[config.mk]
export PLATFORM = sky130hd
export DESIGN_NAME = stopwatch_counter
export DESIGN_NICKNAME = d
export VERILOG_FILES = /design/src/rtl/stopwatch_counter.sv
export SDC_FILE = /design/constraint.sdc
export NUM_CORES = 1
export LEC_CHECK = 0
export ABC_AREA = 1
export CAP_MARGIN = 20
export CORE_MARGIN = 2
export CORE_UTILIZATION = 53
export CTS_BUF_LIST = sky130_fd_sc_hd__clkbuf_2
export CTS_CLUSTER_DIAMETER = 60
export DETAILED_ROUTE_END_ITERATION = 8
export GPL_ROUTABILITY_DRIVEN = 0
export PLACE_DENSITY_LB_ADDON = 0.12
export SYNTH_ARGS = -nofsm -noshare
export SYNTH_HDL_FRONTEND = slang
export SYNTH_SLANG_ARGS = --single-unit
[constraint.sdc]
create_clock -name clk_in -period 1.95 [get_ports clk_in]
set_input_delay 0.195 -clock clk_in [delete_from_list [all_inputs] [get_ports clk_in]]
set_output_delay 0.195 -clock clk_in [all_outputs]
set_load 0.03 [all_outputs]
[src/rtl/stopwatch_counter.sv]
// stopwatch_counter: MM:SS BCD stopwatch with run/pause, adjust mode and per-digit blanking
module stopwatch_counter #(
    parameter int SEC_TENS_MAX = 5,
    parameter int MIN_TENS_MAX = 5
) (
    input  logic       clk_in,
    input  logic       rst,
    input  logic       clk_1hz,
    input  logic       clk_2hz,
    input  logic       clk_blink,
    input  logic       pause_pulse,
    input  logic       adj,
    input  logic       sel,
    output logic [3:0] min_tens,
    output logic [3:0] min_ones,
    output logic [3:0] sec_tens,
    output logic [3:0] sec_ones,
    output logic [3:0] blank,
    output logic       paused
);
    // bit 1 = adjust mode, bit 0 = held; next adjust bit follows adj, held bit toggles on pause
    typedef enum logic [1:0] {RUN = 2'b00, HOLD = 2'b01, ADJ_RUN = 2'b10, ADJ_HOLD = 2'b11} state_t;
    state_t state, state_next;
    logic prev_1hz, prev_2hz, tick1, tick2, run_tick, sec_wrap, inc_sec, inc_min;
    logic [3:0] sec_ones_n, sec_tens_n, min_ones_n, min_tens_n, blank_n;
    always_comb begin
        tick1      = clk_1hz & ~prev_1hz;
        tick2      = clk_2hz & ~prev_2hz;
        state_next = state_t'({adj, state[0] ^ pause_pulse});
        run_tick   = (state == RUN) & tick1 & ~adj;
        sec_wrap   = (sec_tens == 4'(SEC_TENS_MAX)) & (sec_ones == 4'd9);
        inc_sec    = run_tick | (state[1] & tick2 & sel);
        inc_min    = (run_tick & sec_wrap) | (state[1] & tick2 & ~sel);
        sec_ones_n = inc_sec ? ((sec_ones == 4'd9) ? 4'd0 : sec_ones + 4'd1) : sec_ones;
        sec_tens_n = (inc_sec & (sec_ones == 4'd9))
                   ? ((sec_tens == 4'(SEC_TENS_MAX)) ? 4'd0 : sec_tens + 4'd1) : sec_tens;
        min_ones_n = inc_min ? ((min_ones == 4'd9) ? 4'd0 : min_ones + 4'd1) : min_ones;
        min_tens_n = (inc_min & (min_ones == 4'd9))
                   ? ((min_tens == 4'(MIN_TENS_MAX)) ? 4'd0 : min_tens + 4'd1) : min_tens;
        blank_n    = (state_next[1] & clk_blink) ? (sel ? 4'b0011 : 4'b1100) : 4'b0000;
        paused     = state[0];
    end
    always_ff @(posedge clk_in) begin
        if (rst) begin
            state    <= RUN;
            prev_1hz <= 1'b0;
            prev_2hz <= 1'b0;
            sec_ones <= 4'd0;
            sec_tens <= 4'd0;
            min_ones <= 4'd0;
            min_tens <= 4'd0;
            blank    <= 4'b0000;
        end else begin
            state    <= state_next;
            prev_1hz <= clk_1hz;
            prev_2hz <= clk_2hz;
            sec_ones <= sec_ones_n;
            sec_tens <= sec_tens_n;
            min_ones <= min_ones_n;
            min_tens <= min_tens_n;
            blank    <= blank_n;
        end
    end
endmodule

# Word-level counts from Yosys, hierarchy flattened
# Cells that the tools add are included.
[totals] register_bits=24 input_bits=8 out_inout_bits=21 word_cells=43
[classes] addsub=4 eq_ne=4 muxes=5 bitwise=20 reduce_logical=2
[op_table] operator="4-bit 2-to-1 mux" n=5
[op_table] operator="4-bit by 1-bit adder with 4-bit output, second input constant" n=4
[op_table] operator="1-bit AND" n=12
[op_table] operator="4-bit by 3-bit == test with 1-bit output, second input constant" n=2
[op_table] operator="4-bit == test, second input constant" n=2
[op_table] operator="1-bit inverter" n=5
[op_table] operator="2-bit zero test" n=1
[op_table] operator="1-bit OR" n=2
[op_table] operator="2-bit OR reduction" n=1
[op_table] operator="1-bit bitwise XOR" n=1

# Logic depth before layout (Yosys ltp)
# Gate-level depths: netlist (run 1).
[depth] ltp_word=7 ltp_mapped=9 ltp_nobuf=8

# Worst setup path before layout (run 1)
# OpenSTA, ideal clock, no wires.
[synth_path] path_kind="register -> register" from="reg sec_ones[3]" to="reg min_ones[0]" setup_ns=0.114 t_arrival_ns=1.263 required_time_ns=1.836 path_slack_ns=0.573 path_stages_with_launch=9 n_path_buf=1 period_less_slack_ns=1.377 path_cell_list="dfxtp_1 nand2_1 nor2_4 nand3_2 nand2_4 buf_12 nand2_1 nand2_1 nor2_1"
[synth_between] elab_chain_cells=4
[synth_rtl] item="from (decl)" line="17" rtl="output logic [3:0] sec_ones,"
[synth_rtl] item="from (signal assigned)" line="57" rtl="sec_ones <= sec_ones_n;"
[synth_rtl] item="4-bit == test" line="31" rtl="sec_wrap = (sec_tens == 4'(SEC_TENS_MAX)) & (sec_ones == 4'd9);"
[synth_rtl] item="1-bit AND" line="31"
[synth_rtl] item="1-bit AND" line="33" rtl="inc_min = (run_tick & sec_wrap) | (state[1] & tick2 & ~sel);"
[synth_rtl] item="1-bit OR" line="33"
[synth_rtl] item="to (signal assigned)" line="59" rtl="min_ones <= min_ones_n;"
[synth_rtl] item="to (decl)" line="15" rtl="output logic [3:0] min_ones,"
# No other way between the ends.
# A chain may end at the register's enable or synchronous reset.

# Worst setup path after layout (run 1)
[layout_path] from="reg sec_ones[0]" to="out sec_ones[0]"
# No word-level cell between the ends.

==> impl_results.md, run 1 <==
* Area fraction in and, or, nand and nor cells after synthesis at 32.37%
* Longest Clk Path Bufs at 2
* Type of element launching the critical path: register
* Clock tree from TritonCTS: done
* Syn Nets at 160
* Most common cell after layout, fill and taps aside: sky130_fd_sc_hd__nand2_1
* Unrepaired setup endpoints after global routing: false
* Setup violations, final at 0
* Final period util at slightly below 90%
* Number of unique standard cell types used by synthesis at 25
* Run status: finished, final reports clean
* Worst voltage drop across the vdd grid at roughly 0.43 mV
* Area enclosed by the die boundary at 0.002420 mm²
* Crit path buffers/inverters at 1
* Syn Area/Cell at a little over 7 µm²
* Power density cells at around 540 mW/mm²
* Number of cells on the worst reg-to-reg path at 7
* Main combinational cell family by area after synthesis: simple AND/OR/NAND/NOR gates
* Aggregate global routing overflow at 0
* Period minus WS final at 1.719 ns
* Total length of routed wires at 2181 µm
* Top area cells in the synthesized netlist: sky130_fd_sc_hd__dfxtp_1, sky130_fd_sc_hd__nand2_1, sky130_fd_sc_hd__inv_1
* Utilization of the core after routing at between 70% and 80%
* Number of max-capacitance violations reported at 0
* Crit. path cell count at 1
* Biggest fanout along the worst timing path at 7
* Number of ports placed on the die boundary at 29
* HPWL after detailed placement at between 1500 and 2000 µm
* Type of the most critical hold path: primary input to register
* Data required time at the worst endpoint at roughly 1.8 ns
* Layout Area Growth over Synthesis at 27.51%
* Worst rel slew slack at 79.11%
* Most frequent cells in the layout: sky130_fd_sc_hd__nand2_1, sky130_fd_sc_hd__clkdlybuf4s50_1, sky130_fd_sc_hd__inv_1
* Clock latency on the worst-skew pair at between 0.3 and 0.4 ns
* Delay of the slowest critical-path stage at 0.72 ns
* Static leakage power at approximately 0.5 nW
* Number of antenna violations at the first check in global routing at 0
* Mux share of post-synthesis cell area at 0%
* Cell Area, Synth at 0.001082 mm²
* Instance count of the mapped netlist at approximately 150
* Area share of the largest cell type after synthesis at roughly two fifths
* Critical path type: register to primary output
* Width of the chip at about 49 µm
* Clock Sink Count at 22
* Part of the Yosys area used for sequential elements at between 40% and 50%
* Total global routing track utilization at 19.71%
* Cell Count Post-Placement at 204
* Post-detailed-route via-to-cell ratio at slightly above 5
* Compound-cell area share of the yosys netlist at approximately an eighth
* Row cnt at 16
* Xor-xnor portion of the synthesized cell area at under 10%
* Critical path endpoint category: primary output
* Post-placement setup slack at around 0.35 ns
* Number of global-route vias before repair at slightly below 1000
* Max-slew violation total from the final report at 0
* Clk_skew at about 0.0036 ns
* IO Port Bufs at 28
* First-pass GRT wire length at approximately 3800 µm
* Number of synthesized register bits at 22
* Y dimension of the die at around 49 µm
* Number of hold-slack violations in the final timing report at 0
* Ratio of cells with drive above 1 in the final layout at 7.778%
* Pin count of the biggest net entering global routing at 15
* Initial core utilization at between 50% and 60%
* Non-Filler Instances at roughly 210
* Warnings from Yosys at 0
* Cell taking the most area after synthesis: sky130_fd_sc_hd__dfxtp_1
* Number of levels the H-tree was split into at 1
* DRC at 0
* Data arrival time of the critical path at between 1.5 and 2 ns
* Fin worst setup slack at roughly 0.23 ns
* Setup TNS at 0 ns
* Maximum clock frequency at 581.6 MHz
* Violation count after the first detailed-routing iteration at 13
* Cell chosen for the clock root: sky130_fd_sc_hd__clkbuf_2
* Final ANT Viol Nets at 0
* Nets at between 150 and 200
* Cell family with most CP delay: buffers and inverters
* Hold_buf cts at 0
* Tightest Pin Transition at ~0.31 ns
* Number of gates resized after CTS at 0
* Number of diodes added for antenna fixing at 0
* Core area at between 0.0015 and 0.002 mm²
* Detailed-route wire length per cell at 10.54 µm
* Post-Synth Adder-Cell Area at 0%
* CP cell instances: clkdlybuf4s50_1
* Number of CTS-inserted buffers at 3
* DR vias at 1044
* Reg clk slew, reported paths at approximately 0.19 ns
* # Post-CTS Setup Buffers at 0
* Count of cells along the worst hold path at 3
* Cell with the largest stage delay on the worst path: sky130_fd_sc_hd__clkdlybuf4s50_1
* First-pass detailed-route iteration total at 4
[sequential cells by signal, summed over array words and instances, names as in the netlist]
register  flops
state         2
blank         2
prev_1hz      1
min_tens      4
min_ones      4
prev_2hz      1
sec_tens      4
sec_ones      4
[where the power goes]
part           internal, mW  leakage (nW)  switching, mW  total [mW]
Combinational        0.0409         0.314         0.0521      0.0930
Sequential            0.460         0.179        0.00984       0.470
Clock                0.0419        0.0125          0.134       0.176
[cell usage after synthesis, drive strengths merged]
master  instances
nand2          34
inv            25
dfxtp          22
nor2           21
a21oi          13
nand3          10
o21ai          10
nand4           4
buf             3
nor3            3
a21boi          1
and3            1
clkbuf          1
nor3b           1
o211ai          1
xnor2           1
xor2            1
[cell type report]
class	count	area [µm²]
Clock buffer	3	15.01
Fill cell	173	561.8
Inverter	25	93.84
Multi-Input combinational cell	101	509.2
Sequential cell	22	440.4
Tap cell	27	33.78
Timing Repair Buffer	29	287.8
[worst register-to-register path, stage by stage, from the launching register on]
cell and delay, ns:
sky130_fd_sc_hd__dfxtp_1 0.48, sky130_fd_sc_hd__nand2_1 0.11, sky130_fd_sc_hd__nor2_2 0.14, sky130_fd_sc_hd__nand3_2 0.13
sky130_fd_sc_hd__nand2_4 0.15, sky130_fd_sc_hd__nand2_1 0.09, sky130_fd_sc_hd__nand2_1 0.06, sky130_fd_sc_hd__a21oi_1 0.05
[per-layer routing]
layer / up-vias / wire (µm) / global-route usage (%)
met5: - / 0 / 0
met4: 0 / 25 / 9.048
met3: 4 / 89 / 2.761
met2: 28 / 1104 / 34.01
met1: 472 / 961 / 24.08
li1: 540 / - / -
[cells by family after synthesis]
kind of cell / count (synthesis)
buffers and inverters: 29
DFF: 22
xor gates and xnor gates: 2
AOI/OAI and AO/OA: 25
and+or+nand+nor: 74
[path summary, 6_finish.rpt]
| path | slack (ns) | to | start |
|---|---|---|---|
| max | 0.23 | sec_ones[0] | sec_ones[0]$_SDFFE_PP0P_ |
| min reg2reg | 0.52 | sec_ones[1]$_SDFFE_PP0P_ | sec_ones[1]$_SDFFE_PP0P_ |
| min | 0.40 | blank[2]$_SDFF_PP0_ | clk_blink |
| max reg2reg | 0.66 | min_tens[0]$_SDFFE_PP0P_ | sec_tens[0]$_SDFFE_PP0P_ |
[per-stage QoR]
stage / power [mW] / hold WS (ns) / cell area, µm²
floorplan: 0.5356 / 0.2674 / 1082
global placement: 0.5703 / 0.4815 / 1365
detailed placement: 0.5728 / 0.4959 / 1365
CTS: 0.7444 / 0.3969 / 1380
global route: 0.7646 / 0.4005 / 1380
finish: 0.7395 / 0.3972 / 1380
Note: power is estimated with default switching activity, not from simulation.
==> inputs of run 2 (changes only) <==
GPL_ROUTABILITY_DRIVEN = default   (was 0)
RECOVER_POWER = 50   (was default)
==> run 2 against run 1 <==
Compared with the run above: via count is 0.57% lower; routed wire length is 1.1% higher; count of clock-buffer cells in the layout unchanged; core utilization fell by 0.97 points; clock power about the same; setup slack worse by 0.014 ns; clock skew decreased by 0.00091 ns; sequential power barely moved; first-iteration DRC count grew 85%; global-route usage did not move; die area stayed put; register-to-register slack worse by 0.28 ns.
==> impl_results.md, run 2 (synthesis results as in run 1) <==
* Run status: finished, final reports clean
* Cell area after placement at 0.001365 mm² (unchanged)
* Number of hold-slack violations in the final timing report at 0 (unchanged)
* Number of antenna violations at the first check in global routing at 0 (unchanged)
* Aggregate global routing overflow at 0 (unchanged)
* First-pass detailed-route iteration total at 4 (unchanged)
* Power density cells at 541.4 mW/mm² (+1.0%)
* First-pass GRT wire length at 3815 µm (unchanged)
* Period minus WS final at 1.733 ns (+0.01366 ns)
* Most frequent cells in the layout: sky130_fd_sc_hd__nand2_1, sky130_fd_sc_hd__clkdlybuf4s50_1, sky130_fd_sc_hd__inv_1
* Total global routing track utilization at 19.71% (unchanged)
* Violation count after the first detailed-routing iteration at 24 (+11)
* Worst setup slack for register-to-register paths at 0.38 ns (-0.28 ns)
* Layout Area Growth over Synthesis at 25.78%
* Non-Filler Instances at 207 (unchanged)
* Post-detailed-route via-to-cell ratio at 5.014 (-0.57%)
* Nets at 190 (unchanged)
* Static leakage power at 0.5009 nW (-0.82%)
* Clk_skew at 0.002694 ns (-0.0009079 ns)
* Crit path buffers/inverters at 1 (unchanged)
* IO Port Bufs at 28 (unchanged)
* Unrepaired setup endpoints after global routing: false
* Number of fill cells in the layout at 178 (+2.9%)
* Most common cell after layout, fill and taps aside: sky130_fd_sc_hd__nand2_1
* Utilization of the core after routing at 70.10% (-0.97 points)
* DRC at 0 (unchanged)
* Data arrival time of the critical path at 1.54 ns (+0.02 ns)
* Pin count of the biggest net entering global routing at 15 (unchanged)
* Cell Count Post-Placement at 204 (unchanged)
* Number of CTS-inserted buffers at 3 (unchanged)
* Setup TNS at 0 ns (unchanged)
* Number of diodes added for antenna fixing at 0 (unchanged)
* Crit. path cell count at 1 (unchanged)
* Cell with the largest stage delay on the worst path: sky130_fd_sc_hd__clkdlybuf4s50_1
* Final ANT Viol Nets at 0 (unchanged)
* Maximum clock frequency at 577.0 MHz (-0.79%)
* # Post-CTS Setup Buffers at 0 (unchanged)
* Type of element launching the critical path: register
* Area enclosed by the die boundary at 0.002420 mm² (unchanged)
* Detailed-route wire length per cell at 10.65 µm (+1.1%)
* Number of max-capacitance violations reported at 0 (unchanged)
* Cell chosen for the clock root: sky130_fd_sc_hd__clkbuf_2
* HPWL after detailed placement at 1680 µm (unchanged)
* Critical path type: register to primary output
* Max-slew violation total from the final report at 0 (unchanged)
* Initial core utilization at 55.73% (unchanged)
* Number of ports placed on the die boundary at 29 (unchanged)
* Clock latency on the worst-skew pair at 0.32 ns (about the same)
* Total length of routed wires at 2205 µm (+1.1%)
* Final design area excluding fillers at 0.001361 mm² (-1.4%)
* Data required time at the worst endpoint at 1.75 ns (about the same)
* Hold_buf cts at 0 (unchanged)
* Delay of the slowest critical-path stage at 0.72 ns (about the same)
* Worst rel slew slack at 66.78% (-12 points)
* Clock tree from TritonCTS: done
* Setup violations, final at 0 (unchanged)
* Routability-driven placement congestion ratio at 0.8326
* Number of cells on the worst reg-to-reg path at 7 (unchanged)
* Type of the most critical hold path: primary input to register
* DR vias at 1038 (-0.57%)
* Critical path endpoint category: primary output
* Clock Sink Count at 22 (unchanged)
* Cell family with most CP delay: buffers and inverters
* Tightest Pin Transition at 0.4983 ns (+0.1859 ns)
* Row cnt at 16 (unchanged)
* Number of global-route vias before repair at 963 (unchanged)
* Count of cells along the worst hold path at 3 (unchanged)
* Longest Clk Path Bufs at 2 (unchanged)
* Reg clk slew, reported paths at 0.20 ns (about the same)
* Number of gates resized after CTS at 0 (unchanged)
* Ratio of cells with drive above 1 in the final layout at 5.000% (-2.8 points)
* Worst voltage drop across the vdd grid at 0.4286 mV (-0.27%)
* Final period util at 88.87% (+0.70 points)
* Biggest fanout along the worst timing path at 7 (unchanged)
* Y dimension of the die at 49.19 µm (unchanged)
* Core area at 0.001942 mm² (unchanged)
* Number of levels the H-tree was split into at 1 (unchanged)
* Width of the chip at 49.19 µm (unchanged)
* Final total power at 0.7370 mW (-0.34%)
* CP cell instances: clkdlybuf4s50_1
## run 2: per-stage QoR
step | worst slack [ns] | hold WS (ns)
4_1_cts | 0.2233 | 0.3969
5_1_grt | 0.1622 | 0.4005
6_report | 0.2170 | 0.3978
2_1_floorplan | 0.5731 | 0.2674
3_3_place_gp | 0.4349 | 0.4815
3_5_place_dp | 0.3517 | 0.4959
## run 2: layout make-up
class                           instances  area (µm²)  area share [%]
Tap cell                               27       33.78           2.482
Timing Repair Buffer                   29       284.0           20.86
Inverter                               25       93.84           6.893
Multi-Input combinational cell        101       494.2           36.31
Clock buffer                            3       15.01           1.103
Sequential cell                        22       440.4           32.35
## run 2: path summary, 6_finish.rpt
check,start,to
worst max-delay path,min_ones[0]$_SDFFE_PP0P_,min_ones[0]
worst max register to register,sec_tens[0]$_SDFFE_PP0P_,min_tens[0]$_SDFFE_PP0P_
worst min-delay path,clk_blink,blank[2]$_SDFF_PP0_
worst min register to register,min_tens[0]$_SDFFE_PP0P_,min_tens[0]$_SDFFE_PP0P_
## run 2: per-layer routing
metal  part of all wire (%)  vias up  global-route usage [%]  wire length, µm
met1                     46      470                   24.08             1007
li1                       -      540                       -                -
met3                    2.9        4                   2.761               64
met4                    1.1        0                   9.048               25
met2                     50       24                   34.01             1108
met5                      0        -                       0                0
## run 2: power by group
part	internal [mW]	leakage, nW	switching (mW)
Clock	0.0419	0.0125	0.135
Sequential	0.460	0.179	0.00991
Combinational	0.0388	0.310	0.0511
Total	0.541	0.501	0.196
